$ cat src/rtl/trivium_stream_if.sv
// Keystream port bundle: key/IV load request in, W-bit keystream words out
// over a valid/ready handshake. The generator uses the master view; the
// consumer/key-management side uses the slave view.
interface trivium_stream_if #(
  parameter int W = 1
) ();
  logic          load;
  logic [79:0]   key_i;
  logic [79:0]   iv_i;
  logic [W-1:0]  ks_data;
  logic          ks_valid;
  logic          ks_ready;
  logic          busy;

  modport master (
    input  load, key_i, iv_i, ks_ready,
    output ks_data, ks_valid, busy
  );

  modport slave (
    output load, key_i, iv_i, ks_ready,
    input  ks_data, ks_valid, busy
  );
endinterface

$ cat src/rtl/trivium_stream.sv
// Trivium keystream generator, W cipher steps per clock.
// Key/IV are loaded at runtime; after INIT_ROUNDS discarded warm-up steps the
// core emits W-bit keystream words (bit 0 = earliest bit) with backpressure.
module trivium_stream #(
  parameter int W           = 1,
  parameter int INIT_ROUNDS = 1152
) (
  input  logic             clk,
  input  logic             rst,
  trivium_stream_if.master ks
);
  localparam int CW = $clog2(INIT_ROUNDS) + 1;
  localparam logic [CW-1:0] CNT_LAST = CW'(INIT_ROUNDS - W);
  localparam logic [CW-1:0] CNT_STEP = CW'(W);

  if (W < 1 || W > 64) begin : g_bad_w
    $error("trivium_stream: W must be in 1..64");
  end
  if (INIT_ROUNDS <= 0 || (W >= 1 && (INIT_ROUNDS % W) != 0)) begin : g_bad_rounds
    $error("trivium_stream: INIT_ROUNDS must be a nonzero multiple of W");
  end

  typedef enum logic [1:0] {
    IDLE,
    INIT,
    RUN
  } state_t;

  state_t        state;
  state_t        state_nxt;
  logic [287:0]  s;
  logic [287:0]  s_nxt;
  logic [287:0]  s_load;
  logic [CW-1:0] cnt;
  logic [W-1:0]  z_word;
  logic [W-1:0]  ks_data_q;
  logic          ks_valid_q;
  logic          adv;
  logic          emit;
  logic          t1, t2, t3;
  logic          n1, n2, n3;

  // A = key, zero pad; B = IV, zero pad; C = zeros with the three top-of-C ones.
  assign s_load = {ks.key_i, 13'b0, ks.iv_i, 4'b0, 108'b0, 3'b111};

  assign ks.ks_data  = ks_data_q;
  assign ks.ks_valid = ks_valid_q;
  assign ks.busy     = (state == INIT);

  // W sequential cipher steps unrolled into one combinational update.
  always_comb begin
    s_nxt  = s;
    z_word = '0;
    t1 = 1'b0; t2 = 1'b0; t3 = 1'b0;
    n1 = 1'b0; n2 = 1'b0; n3 = 1'b0;
    for (int unsigned k = 0; k < W; k++) begin
      t1 = s_nxt[222] ^ s_nxt[195];
      t2 = s_nxt[126] ^ s_nxt[111];
      t3 = s_nxt[45]  ^ s_nxt[0];
      z_word[k] = t1 ^ t2 ^ t3;
      n1 = t1 ^ (s_nxt[196] & s_nxt[197]) ^ s_nxt[117];
      n2 = t2 ^ (s_nxt[112] & s_nxt[113]) ^ s_nxt[24];
      n3 = t3 ^ (s_nxt[1]   & s_nxt[2])   ^ s_nxt[219];
      s_nxt = {n3, s_nxt[287:196], n1, s_nxt[194:112], n2, s_nxt[110:1]};
    end
  end

  // State register; reset dominates load.
  always_ff @(posedge clk) begin
    if (rst) state <= IDLE;
    else     state <= state_nxt;
  end

  // Next-state and step/emit decisions; load restarts from any state.
  always_comb begin
    state_nxt = state;
    adv       = 1'b0;
    emit      = 1'b0;
    unique case (state)
      IDLE: begin
        if (ks.load) state_nxt = INIT;
      end
      INIT: begin
        adv = 1'b1;
        if (cnt == CNT_LAST) state_nxt = RUN;
      end
      RUN: begin
        adv  = !ks_valid_q || ks.ks_ready;
        emit = adv;
      end
      default: state_nxt = IDLE;
    endcase
    if (ks.load) state_nxt = INIT;
  end

  // Cipher state, warm-up counter and output word register.
  always_ff @(posedge clk) begin
    if (rst) begin
      s          <= '0;
      cnt        <= '0;
      ks_valid_q <= 1'b0;
      ks_data_q  <= '0;
    end else if (ks.load) begin
      // A pending word is dropped even if ks_ready is high on this edge.
      s          <= s_load;
      cnt        <= '0;
      ks_valid_q <= 1'b0;
    end else begin
      if (adv) s <= s_nxt;
      if (state == INIT) cnt <= cnt + CNT_STEP;
      if (emit) begin
        ks_data_q  <= z_word;
        ks_valid_q <= 1'b1;
      end
    end
  end
endmodule

$ cat src/flat_wrapper.sv
// flat-port wrapper written by rule: the top's interface ports become plain ports
module trivium_stream_flat 
#(
  parameter int W           = 1,
  parameter int INIT_ROUNDS = 1152
)
  (clk, rst, ks_load, ks_key_i, ks_iv_i, ks_ks_ready, ks_ks_data, ks_ks_valid, ks_busy);
  trivium_stream_if #(.W(W)) ks_i ();
  input  logic clk;
  input  logic rst;
  input wire logic [$bits(ks_i.load)-1:0] ks_load;
  input wire logic [$bits(ks_i.key_i)-1:0] ks_key_i;
  input wire logic [$bits(ks_i.iv_i)-1:0] ks_iv_i;
  input wire logic [$bits(ks_i.ks_ready)-1:0] ks_ks_ready;
  output wire logic [$bits(ks_i.ks_data)-1:0] ks_ks_data;
  output wire logic [$bits(ks_i.ks_valid)-1:0] ks_ks_valid;
  output wire logic [$bits(ks_i.busy)-1:0] ks_busy;
  assign ks_i.load = ks_load;
  assign ks_i.key_i = ks_key_i;
  assign ks_i.iv_i = ks_iv_i;
  assign ks_i.ks_ready = ks_ks_ready;
  assign ks_ks_data = ks_i.ks_data;
  assign ks_ks_valid = ks_i.ks_valid;
  assign ks_busy = ks_i.busy;
  trivium_stream #(.W(W), .INIT_ROUNDS(INIT_ROUNDS)) u_core (.clk(clk), .rst(rst), .ks(ks_i));
endmodule
$ cat config.mk
export PLATFORM = sky130hd
export DESIGN_NAME = trivium_stream_flat
export DESIGN_NICKNAME = d
export VERILOG_FILES = /design/src/rtl/trivium_stream_if.sv /design/src/rtl/trivium_stream.sv /design/src/flat_wrapper.sv
export SDC_FILE = /design/constraint.sdc
export NUM_CORES = 1
export LEC_CHECK = 0
export ABC_AREA = 0
export CORE_MARGIN = 1
export CORE_UTILIZATION = 30
export CTS_BUF_LIST = sky130_fd_sc_hd__clkbuf_8
export DETAILED_ROUTE_END_ITERATION = 8
export HOLD_SLACK_MARGIN = 0.15
export PLACE_DENSITY = 0.54
export SYNTH_ARGS = -nofsm -noshare
export SYNTH_HDL_FRONTEND = slang
export SYNTH_SLANG_ARGS = --single-unit
$ cat constraint.sdc
create_clock -name clk -period 2.7 [get_ports clk]
set_input_delay 0.27 -clock clk [delete_from_list [all_inputs] [get_ports clk]]
set_output_delay 0.27 -clock clk [all_outputs]
set_load 0.05 [all_outputs]
==> qor.json, run 1 <==
{
  "critical_path": {
    "r2r_start": "u_core.state[0]$_SDFFE_PP0P_",
    "cp_max_fo": 23,
    "cp_data_required_time_ns": 3.13,
    "crit_path_largest_cell_delay_ns": 0.71,
    "critPathTopFamily": "simple AND/OR/NAND/NOR gates",
    "worst_setup_path_start_kind": "flip-flop",
    "cp_slowest_cell": "sky130_fd_sc_hd__nor2_4",
    "reg2reg_setup_slack_ns": 0.41,
    "setup.worst_path.end_class": "flip-flop",
    "cp_cell_sequence": "inv_1 > ha_1 > a21oi_4 > nor2_4 > buf_4 > a2111oi_1",
    "regToRegEndpoint": "u_core.s[161]$_SDFFE_PP0P_",
    "path_class": "flip-flop to flip-flop",
    "rr_worst_depth": 6,
    "critical_path_buf_inv_count": 2,
    "timing.critical_path.arrival_ns": 2.72
  },
  "die": {
    "design.die.area_sq_um": 46400,
    "die_height_microns": 215,
    "number_of_cell_rows": 77,
    "design.core.area_sq_um": 44600,
    "initial_cell_density_of_the_core_pct": 30.6,
    "i_o_pin_total": 167,
    "die_w_microns": 215
  },
  "routing": {
    "vias_per_cell": 5.35,
    "routed_wire_length_per_instance_microns": 16.6,
    "drt_pass1_iterations": 5,
    "first_iteration_detailed_routing_drc_count": 1010,
    "vias": 11800,
    "detailed_route_wire_length_microns": 36600,
    "antenna_violation_net_count_after_detailed_routing": 0,
    "drcViolationCount": 0
  },
  "sta": {
    "post-route-period-util_pct": 84.8,
    "final.setup_skew_ns": 0.0350,
    "report.final.setup_viol": 0,
    "maxSlewViolCount": 0,
    "setup_ws_ns": 0.410,
    "timing_worst_slew_pin_value_ns": 0.908,
    "hold_viol": 0,
    "period_needed_ns": 2.29,
    "grt_setup_unrepaired": "false",
    "achievable-frequency_mhz": 437,
    "setup_tns_ns": 0,
    "worst_slew_margin_rel_pct": 39.3
  },
  "clock_tree": {
    "clock_sink_count": 304,
    "clk_pin_slew_worst_paths_ns": 0.06,
    "cts-buffers-inserted": 53,
    "tritoncts": "yes",
    "clock_tree.buffer_depth": 3,
    "cts_post_setup_buffers_inserted": 0,
    "clock_latency_ns": 0.59,
    "htree_levels": 2,
    "cts_root_buffer": "sky130_fd_sc_hd__clkbuf_8"
  },
  "logic_synthesis": {
    "mux_share_of_post_synthesis_cell_area_pct": 0.0733,
    "synth-compound-area-share_pct": 27.5,
    "post_synth_xor_area_fraction_pct": 1.44,
    "synth-adder-area-share_pct": 0.366,
    "count_of_mapped_cells_out_of_synthesis": 1513,
    "synthesis.area_sq_um": 13700,
    "ys_types": 44,
    "synth.net_count": 1681,
    "synth_top_family_by_area": "compound AO/OA/AOI/OAI gates",
    "synth_simple_gate_area_share_pct": 19.7,
    "syn_avg_cell_area_sq_um": 9.03,
    "synth.ff_latch_count": 304,
    "ys_seq_area_share_pct": 44.6,
    "yosys_warnings": 0
  },
  "placement": {
    "place.detailed.hpwl_microns": 20200,
    "place_worst_setup_slack_ns": 0.270,
    "routabilityCongestion": 0.749,
    "port-buffer-count": 166
  },
  "global_routing": {
    "gr-usage-all-layers_pct": 15.6,
    "number_of_antenna_violations_at_the_first_check_in_global_routing": 0,
    "grt_pass1_wl_microns": 60700,
    "grt_overflow_total": 0,
    "first_global_vias": 11500,
    "grt_max_degree": 204
  },
  "cells_and_area": {
    "finalNetCount": 1741,
    "final_common_cell": "sky130_fd_sc_hd__dfxtp_1",
    "drive_above_1_share_pct": 10.2,
    "layout.cells.most_common_list": "sky130_fd_sc_hd__dfxtp_1, sky130_fd_sc_hd__clkdlybuf4s50_1, sky130_fd_sc_hd__nor2b_1",
    "fill_cells": 4507,
    "syn_to_final_growth_pct": 21.7,
    "seq_area_sq_um": 6090,
    "multi_input_gate_area_in_the_final_layout_sq_um": 6740,
    "diodes": 0
  },
  "job": {
    "cap_viol_max_count": 0
  },
  "min_path": {
    "hold_path.class": "primary input to flip-flop",
    "hold_start": "ks_load",
    "timing.hold.worst_endpoint": "u_core.s[259]$_SDFFE_PP0P_",
    "worstHoldPathCells": 3
  },
  "pwr": {
    "leakage_uw": 0.00518,
    "p_per_area_nw_per_um2": 612,
    "vdd_ir_drop_max_mv": 0.322
  },
  "outcome": {
    "outcome": "finished clean"
  }
}
==> worst min-delay path, stage by stage <==
cell and delay (ns):
sky130_fd_sc_hd__buf_8 0.20, sky130_fd_sc_hd__nor2_1 0.17, sky130_fd_sc_hd__a2111oi_0 0.10
==> area by class of cell <==
cell class                 instances  area share, %
multi-input combinational       1019           40.5
timing repair buffer             192           12.1
tap                              592           4.45
sequential                       304           36.6
clock inverter                    26          0.632
inverter                           3         0.0978
clock buffer                      68           5.63
==> layer usage <==
metal | GRT usage (%) | wire (microns) | vias up
li1 | - | - | 5796
met1 | 21.2 | 17300 | 5696
met2 | 24.8 | 16900 | 254
met3 | 2.90 | 1660 | 54
met4 | 4.75 | 776 | 0
met5 | 0 | 0 | -
==> cells in the mapped netlist (all sizes together) <==
cell type	count	share of area [%]
xor3	2	0.35
o221ai	1	0.064
and3	2	0.092
a21boi	2	0.11
and4b	1	0.073
a21oi	129	4.8
or3b	1	0.064
or2	1	0.046
a31oi	1	0.046
dfxtp	304	45
nor2b	158	7.2
nor4b	1	0.064
clkbuf	100	2.7
xnor2	9	0.58
nor4	79	3.6
o21ai	125	4.6
inv	3	0.082
ha	4	0.37
a211oi	83	4.6
o21bai	1	0.055
nand3b	1	0.055
nor2	99	2.7
or3	2	0.092
nand2	8	0.24
and3b	1	0.064
mux2i	1	0.073
xor2	8	0.51
buf	87	3.5
a2111oi	158	13
and4	3	0.19
nand4	6	0.27
nand2b	2	0.15
a21o	1	0.055
nand3	128	4.7
o311ai	1	0.064
==> where the power goes <==
part / internal, uW / switching (uW) / total (uW) / leakage (uW)
Sequential: 4690 / 83.4 / 4770 / 0.00249
Combinational: 544 / 759 / 1300 / 0.00206
Clock: 2240 / 1860 / 4100 / 0.000624
==> stage by stage <==
stage                     area (sq um)  util (%)  std cells  total power, uW  hold slack, ns
final                            16600      37.3       2204            10200           0.236
after detailed placement         15600      34.9       2109             6170           0.453
after global routing             16600      37.3       2204            10700           0.249
after global placement           15600      34.9       2109             6160           0.445
after floorplan                  13700         -       1513             5680           0.431
after CTS                        16600      37.3       2204            10300           0.197
==> kinds of logic after synthesis <==
kind of cell / after synthesis
buffers and inverters: 190
AND/OR/NAND/NOR: 493
flip-flops: 304
XOR/XNOR: 19
adder cells (fa/ha/maj): 4
AO/OA/AOI/OAI: 502
multiplexers: 1
==> how the worst max path moves through the flow <==
stage	from	to	slack (ns)	cells after the start
6_report	u_core.state[0]$_SDFFE_PP0P_	u_core.s[161]$_SDFFE_PP0P_	0.41	6
5_1_grt	u_core.state[0]$_SDFFE_PP0P_	u_core.s[274]$_SDFFE_PP0P_	0.26	6
4_1_cts	u_core.state[1]$_SDFFE_PP0P_	ks_busy	0.04	4
3_5_place_dp	ks_ks_ready	u_core.s[159]$_SDFFE_PP0P_	0.27	6
3_3_place_gp	ks_ks_ready	u_core.s[159]$_SDFFE_PP0P_	0.27	6
2_1_floorplan	u_core.state[1]$_SDFFE_PP0P_	u_core.s[208]$_SDFFE_PP0P_	0.60	8
==> flip-flops by register name (all words and copies together), names as in the netlist <==
register	count
u_core.cnt	12
u_core.ks.ks_data	1
u_core.state	2
u_core.s	288
u_core.ks.ks_valid	1
==> timing repair <==
item                                   in CTS  in global routing
hold buffers                                1                  0
endpoints found under the hold margin      25                  0
setup endpoints to repair                   0                  1
gates resized for setup                     0                  1
No activity file was read; power rests on OpenSTA's default activity.
==> run 2, diff against run 1 <==
==> constraint.sdc (replaced) <==
create_clock -name clk -period 2.3 [get_ports clk]
set_input_delay 0.23 -clock clk [delete_from_list [all_inputs] [get_ports clk]]
set_output_delay 0.23 -clock clk [all_outputs]
set_load 0.05 [all_outputs]
==> run 2 against run 1 <==
Combinational power up 26%. Via count up 0.68%. Sequential cell count unchanged. Critical endpoint is now u_core.state[0]$_SDFFE_PP0P_. Core utilization up 0.75 points. Highest routed layer is now met5. Clock power is 14% higher. Register-to-register slack got worse by 0.23 ns. Largest cell class unchanged. Hold slack gained 0.017 ns.
==> qor.json, run 2 (same netlist as run 1, synthesis figures left out) <==
{
  "critical_path": {
    "worst_setup_path_start_kind": "flip-flop",
    "reg2reg_setup_slack_ns": 0.18,
    "timing.critical_path.arrival_ns": 2.60,
    "cp_max_fo": 7,
    "cp_data_required_time_ns": 2.78,
    "path_class": "flip-flop to flip-flop",
    "setup.worst_path.end_class": "flip-flop"
  },
  "die": {
    "die_w_microns": 215,
    "initial_cell_density_of_the_core_pct": 30.6,
    "design.core.area_sq_um": 44600,
    "die_height_microns": 215,
    "i_o_pin_total": 167,
    "design.die.area_sq_um": 46400,
    "number_of_cell_rows": 77
  },
  "routing": {
    "first_iteration_detailed_routing_drc_count": 805,
    "routed_wire_length_per_instance_microns": 17.1,
    "vias_per_cell": 5.33,
    "drt_pass1_iterations": 5,
    "vias": 11900,
    "antenna_violation_net_count_after_detailed_routing": 0,
    "drcViolationCount": 0,
    "detailed_route_wire_length_microns": 38000
  },
  "min_path": {
    "hold_path.class": "primary input to flip-flop"
  },
  "pwr": {
    "vdd_ir_drop_max_mv": 0.448,
    "p_per_area_nw_per_um2": 701,
    "leakage_uw": 0.00534
  },
  "job": {
    "cap_viol_max_count": 0
  },
  "clock_tree": {
    "htree_levels": 2,
    "tritoncts": "yes",
    "cts-buffers-inserted": 52,
    "clock_latency_ns": 0.60,
    "cts_root_buffer": "sky130_fd_sc_hd__clkbuf_8",
    "clock_sink_count": 304,
    "clk_pin_slew_worst_paths_ns": 0.06,
    "clock_tree.buffer_depth": 3
  },
  "cells_and_area": {
    "fin_util_pct": 38.0,
    "fill_cells": 4457,
    "layout.cells.most_common_list": "sky130_fd_sc_hd__dfxtp_1, sky130_fd_sc_hd__clkdlybuf4s50_1, sky130_fd_sc_hd__nor2b_1",
    "drive_above_1_share_pct": 11.6,
    "multi_input_gate_area_in_the_final_layout_sq_um": 6740,
    "seq_area_sq_um": 6090,
    "diodes": 0,
    "syn_to_final_growth_pct": 24.2,
    "finalNetCount": 1770,
    "largest_register_ffs": 288,
    "final_common_cell": "sky130_fd_sc_hd__dfxtp_1",
    "biggest_registers_after_layout": "u_core.s: 288 flops, u_core.cnt: 12 flops, u_core.state: 2 flops",
    "max_flop_register": "u_core.s"
  },
  "sta": {
    "grt_setup_unrepaired": "false",
    "achievable-frequency_mhz": 472,
    "setup_tns_ns": 0,
    "timing_worst_slew_pin_value_ns": 0.682,
    "post-route-period-util_pct": 92.2,
    "period_needed_ns": 2.12,
    "worst_slew_margin_rel_pct": 54.5,
    "report.final.setup_viol": 0,
    "maxSlewViolCount": 0,
    "setup_ws_ns": 0.180,
    "hold_viol": 0,
    "final.setup_skew_ns": 0.0226
  },
  "outcome": {
    "outcome": "finished clean"
  },
  "placement": {
    "port-buffer-count": 166,
    "place.detailed.hpwl_microns": 22400,
    "routabilityCongestion": 0.749,
    "place_worst_setup_slack_ns": 0.166
  },
  "global_routing": {
    "grt_pass1_wl_microns": 62100,
    "number_of_antenna_violations_at_the_first_check_in_global_routing": 1,
    "gr-usage-all-layers_pct": 16.0,
    "first_global_vias": 11800,
    "grt_overflow_total": 0,
    "grt_max_degree": 103
  }
}
[run 2: cell types whose count changed in the layout (fill, tap and decap cells not counted)]
| cell | previous run | this run |
|---|---|---|
| sky130_fd_sc_hd__clkbuf_8 | 68 | 65 |
| sky130_fd_sc_hd__buf_6 | 1 | 2 |
| sky130_fd_sc_hd__a2111oi_0 | 57 | 55 |
| sky130_fd_sc_hd__a2111oi_1 | 43 | 45 |
| sky130_fd_sc_hd__clkbuf_16 | 0 | 1 |
| sky130_fd_sc_hd__dlymetal6s2s_1 | 1 | 0 |
| sky130_fd_sc_hd__dlygate4sd3_1 | 1 | 3 |
| sky130_fd_sc_hd__buf_4 | 14 | 30 |
| sky130_fd_sc_hd__buf_12 | 11 | 22 |
| sky130_fd_sc_hd__clkinv_2 | 2 | 1 |
| sky130_fd_sc_hd__inv_1 | 25 | 24 |
[run 2: final timing paths]
path                           startpoint                           end  cells after the start
max          u_core.state[1]$_SDFFE_PP0P_  u_core.state[0]$_SDFFE_PP0P_                      7
min                           ks_iv_i[42]    u_core.s[157]$_SDFFE_PP0P_                      3
max reg2reg  u_core.state[1]$_SDFFE_PP0P_  u_core.state[0]$_SDFFE_PP0P_                      7
min reg2reg    u_core.s[203]$_SDFFE_PP0N_    u_core.s[202]$_SDFFE_PP0N_                      2
[run 2: report_power, final]
part	total, uW	switching (uW)	internal (uW)
sequential	5600	95.4	5500
combinational	1640	922	717
clock	4660	2150	2510
[run 2: repair_timing]
| action | 4_1_cts | 5_1_grt |
|---|---|---|
| endpoints found under the hold margin | 36 | 0 |
| gates resized for setup | 0 | 3 |
| hold buffers | 3 | 0 |
| buffers inserted | 0 | 2 |
| setup endpoints to repair | 0 | 3 |
[run 2: per-stage QoR]
stage | total power, uW | instance area, sq um | hold WS [ns] | cells
2_1_floorplan | 6670 | 13700 | 0.391 | 1513
3_3_place_gp | 7320 | 15900 | 0.443 | 2134
3_5_place_dp | 7330 | 15900 | 0.451 | 2134
4_1_cts | 12100 | 16900 | 0.223 | 2226
5_1_grt | 12500 | 17000 | 0.227 | 2229
6_report | 11900 | 17000 | 0.252 | 2229
[run 2: layer usage]
| metal | routed length, microns | up-vias | GRT usage, % | part of all wire, % |
|---|---|---|---|---|
| met2 | 17700 | 244 | 26.0 | 47 |
| met5 | 13 | - | 0 | 0.034 |
| met3 | 1740 | 49 | 3.03 | 4.6 |
| met4 | 634 | 2 | 4.33 | 1.7 |
| met1 | 18000 | 5746 | 21.6 | 47 |
| li1 | - | 5839 | - | - |
[run 2: layout make-up]
cell class	instances	area share [%]
clock buffers	65	5.27
clock inverters	24	0.568
inverters	3	0.0959
multi-input cells	1019	39.7
flip-flops and latches	304	35.9
well taps	592	4.37
repair buffers	222	14.1
[run 2: critical path: stages (launching register included)]
cell and delay (ns):
sky130_fd_sc_hd__dfxtp_1 0.32, sky130_fd_sc_hd__inv_1 0.09, sky130_fd_sc_hd__ha_1 0.26, sky130_fd_sc_hd__buf_4 0.19
sky130_fd_sc_hd__or3_1 0.38, sky130_fd_sc_hd__a31oi_1 0.17, sky130_fd_sc_hd__nor2_1 0.05, sky130_fd_sc_hd__dlygate4sd3_1 0.55
==> run 3, diff against run 2 <==
--- a/config.mk
+++ b/config.mk
@@ -7,11 +7,11 @@
 export LEC_CHECK = 0
 export ABC_AREA = 0
 export CORE_MARGIN = 1
-export CORE_UTILIZATION = 30
+export CORE_UTILIZATION = 58
 export CTS_BUF_LIST = sky130_fd_sc_hd__clkbuf_8
 export DETAILED_ROUTE_END_ITERATION = 8
 export HOLD_SLACK_MARGIN = 0.15
-export PLACE_DENSITY = 0.54
+export PLACE_DENSITY = 0.89
 export SYNTH_ARGS = -nofsm -noshare
 export SYNTH_HDL_FRONTEND = slang
 export SYNTH_SLANG_ARGS = --single-unit
==> run 3 against run 2 <==
Sequential share of layout area rose by 1.3 points. Clock skew fell by 0.0027 ns. Non-clock buffer count fell by 20. Power fell by 1.5%. Clock power fell by 3%. Die area fell by 48%. Critical path depth fell by 1. Design area fell by 3.5%. Global-route usage rose by 12 points. Worst setup slack got worse by 0.061 ns. Core utilization rose by 34 points. Critical endpoint is now u_core.s[126]$_SDFFE_PP0P_. Largest cell class unchanged. Largest power group unchanged.
==> qor.json, run 3 (same netlist as run 1, synthesis figures left out) <==
{
  "sta": {
    "setup_tns_ns": 0,
    "achievable-frequency_mhz": 458,
    "timing_worst_slew_pin_value_ns": 0.682,
    "maxSlewViolCount": 0,
    "grt_setup_unrepaired": "false",
    "final.setup_skew_ns": 0.0198,
    "holdWs_ns": 0.258,
    "report.final.setup_viol": 0,
    "hold_viol": 0,
    "post-route-period-util_pct": 94.8,
    "period_needed_ns": 2.18,
    "worst_slew_margin_rel_pct": 54.5
  },
  "critical_path": {
    "setup.worst_path.end_class": "flip-flop",
    "critical_path_buf_inv_count": 2,
    "path_class": "flip-flop to flip-flop",
    "cp_slowest_cell": "sky130_fd_sc_hd__a2111oi_0",
    "timing.critical_path.arrival_ns": 2.59,
    "cp_cell_sequence": "inv_1 > ha_1 > a21oi_4 > buf_12 > nor4_1 > a2111oi_0",
    "worst_setup_path_start_kind": "flip-flop",
    "critPathTopFamily": "compound AO/OA/AOI/OAI gates",
    "cp_data_required_time_ns": 2.71,
    "crit_path_largest_cell_delay_ns": 0.49,
    "cp_max_fo": 70
  },
  "global_routing": {
    "grt_max_degree": 106,
    "grt_pass1_wl_microns": 56000,
    "first_global_vias": 11600,
    "grt_overflow_total": 0,
    "gr-usage-all-layers_pct": 27.9,
    "number_of_antenna_violations_at_the_first_check_in_global_routing": 0
  },
  "die": {
    "number_of_cell_rows": 55,
    "design.die.area_sq_um": 24200,
    "initial_cell_density_of_the_core_pct": 59.8,
    "die_height_microns": 155,
    "i_o_pin_total": 167,
    "design.core.area_sq_um": 22800,
    "die_w_microns": 155
  },
  "routing": {
    "drcViolationCount": 0,
    "first_iteration_detailed_routing_drc_count": 1238,
    "vias": 12200,
    "detailed_route_wire_length_microns": 34600,
    "vias_per_cell": 6.35,
    "routed_wire_length_per_instance_microns": 18.0,
    "drt_pass1_iterations": 7,
    "antenna_violation_net_count_after_detailed_routing": 0
  },
  "cells_and_area": {
    "layout.cells.most_common_list": "sky130_fd_sc_hd__dfxtp_1, sky130_fd_sc_hd__clkdlybuf4s50_1, sky130_fd_sc_hd__nor2b_1",
    "post_layout_nonfiller_instances": 1928,
    "largest_register_ffs": 288,
    "max_flop_register": "u_core.s",
    "syn_to_final_growth_pct": 19.9,
    "drive_above_1_share_pct": 10.9,
    "biggest_registers_after_layout": "u_core.s: 288 flops, u_core.cnt: 12 flops, u_core.state: 2 flops",
    "final_common_cell": "sky130_fd_sc_hd__dfxtp_1",
    "fill_cells": 1565,
    "fin_util_pct": 71.7,
    "finalNetCount": 1746,
    "diodes": 0,
    "layout.cell_area.non_filler_sq_um": 16400
  },
  "pwr": {
    "p_comb_share_pct": 13.4,
    "sequentialPowerShare_pct": 47.9,
    "clkPwrFrac_pct": 38.8,
    "p_per_area_nw_per_um2": 716,
    "vdd_ir_drop_max_mv": 0.390,
    "total_switching_power_uw": 3110,
    "intPower_uw": 8610,
    "power.switching_fraction_pct": 26.5,
    "leakage_uw": 0.00518
  },
  "placement": {
    "place.detailed.hpwl_microns": 20300,
    "post-place-cells": 1840,
    "routabilityCongestion": 0.814,
    "dpl_cell_area_sq_um": 15400,
    "port-buffer-count": 166
  },
  "clock_tree": {
    "clk_pin_slew_worst_paths_ns": 0.06,
    "cts_root_buffer": "sky130_fd_sc_hd__clkbuf_8",
    "cts-buffers-inserted": 48,
    "clock_tree.buffer_depth": 3,
    "cts_post_setup_buffers_inserted": 0,
    "htree_levels": 2,
    "clock_sink_count": 304,
    "cts_repair_resize_count": 0,
    "clock_latency_ns": 0.57,
    "tritoncts": "yes"
  },
  "outcome": {
    "outcome": "finished clean"
  },
  "min_path": {
    "hold_path.class": "primary input to flip-flop"
  },
  "job": {
    "cap_viol_max_count": 0
  }
}
run 3: cell types whose count changed in the layout (fill, tap and decap cells not counted), moves of 2 or more:
cell / before / now
sky130_fd_sc_hd__buf_4: 30 / 17
sky130_fd_sc_hd__clkbuf_8: 65 / 62
sky130_fd_sc_hd__inv_8: 0 / 2
sky130_fd_sc_hd__inv_6: 2 / 0
sky130_fd_sc_hd__a2111oi_0: 55 / 57
sky130_fd_sc_hd__clkinv_2: 1 / 6
sky130_fd_sc_hd__buf_12: 22 / 19
sky130_fd_sc_hd__inv_1: 24 / 18
sky130_fd_sc_hd__a2111oi_1: 45 / 43
sky130_fd_sc_hd__dlygate4sd3_1: 3 / 1
run 3: path summary, 6_finish.rpt:
path / slack [ns] / cells past startpoint / to / from
worst max-delay path: 0.12 / 6 / u_core.s[126]$_SDFFE_PP0P_ / u_core.state[0]$_SDFFE_PP0P_
worst min-delay path: 0.26 / 3 / u_core.s[263]$_SDFFE_PP0P_ / ks_load
worst max register to register: 0.12 / 6 / u_core.s[126]$_SDFFE_PP0P_ / u_core.state[0]$_SDFFE_PP0P_
worst min register to register: 0.44 / 2 / u_core.s[107]$_SDFFE_PP0N_ / u_core.s[108]$_SDFFE_PP0N_
run 3: final cells by class:
cell class | count | area (sq um) | share of cell area [%]
Inverter | 3 | 13.8 | 0.0841
Clock inverter | 25 | 120 | 0.734
Timing Repair Buffer | 202 | 2180 | 13.3
Sequential cell | 304 | 6090 | 37.2
Multi-Input combinational cell | 1019 | 6730 | 41.1
Clock buffer | 62 | 853 | 5.21
Tap cell | 313 | 392 | 2.39
run 3: routing by layer:
metal  global-route usage, %  up-vias  part of all wire, %  routed length, microns
met4                    11.2        0                  2.7                     939
met2                    46.6      463                   49                   16900
li1                        -     5808                    -                       -
met1                    35.8     5898                   43                   14800
met3                    4.60       75                  5.9                    2040
met5                       0        -                    0                       0
run 3: timing repair:
action	in CTS	in global routing
hold buffers	1	0
setup endpoints to repair	0	0
endpoints found under the hold margin	41	0
run 3: worst register-to-register path, stage by stage (launching register included):
cell                        delay [ns]
sky130_fd_sc_hd__dfxtp_1          0.37
sky130_fd_sc_hd__inv_1            0.10
sky130_fd_sc_hd__ha_1             0.33
sky130_fd_sc_hd__a21oi_4          0.32
sky130_fd_sc_hd__buf_12           0.33
sky130_fd_sc_hd__nor4_1           0.10
sky130_fd_sc_hd__a2111oi_0        0.49
run 3: stage by stage:
stage	total power, uW	setup slack, ns
after global placement	7200	0.256
after floorplan	6670	0.201
after global routing	12200	0.00163
after CTS	11700	0.118
final	11700	0.119
after detailed placement	7250	0.0935
run 3: power groups by stage:
stage	Sequential, uW	Combinational (uW)	Clock (uW)
2_1_floorplan	5680	989	0
5_1_grt	5620	1680	4840
6_report	5610	1570	4540
3_3_place_gp	5700	1500	0
3_5_place_dp	5720	1530	0
4_1_cts	5600	1550	4580
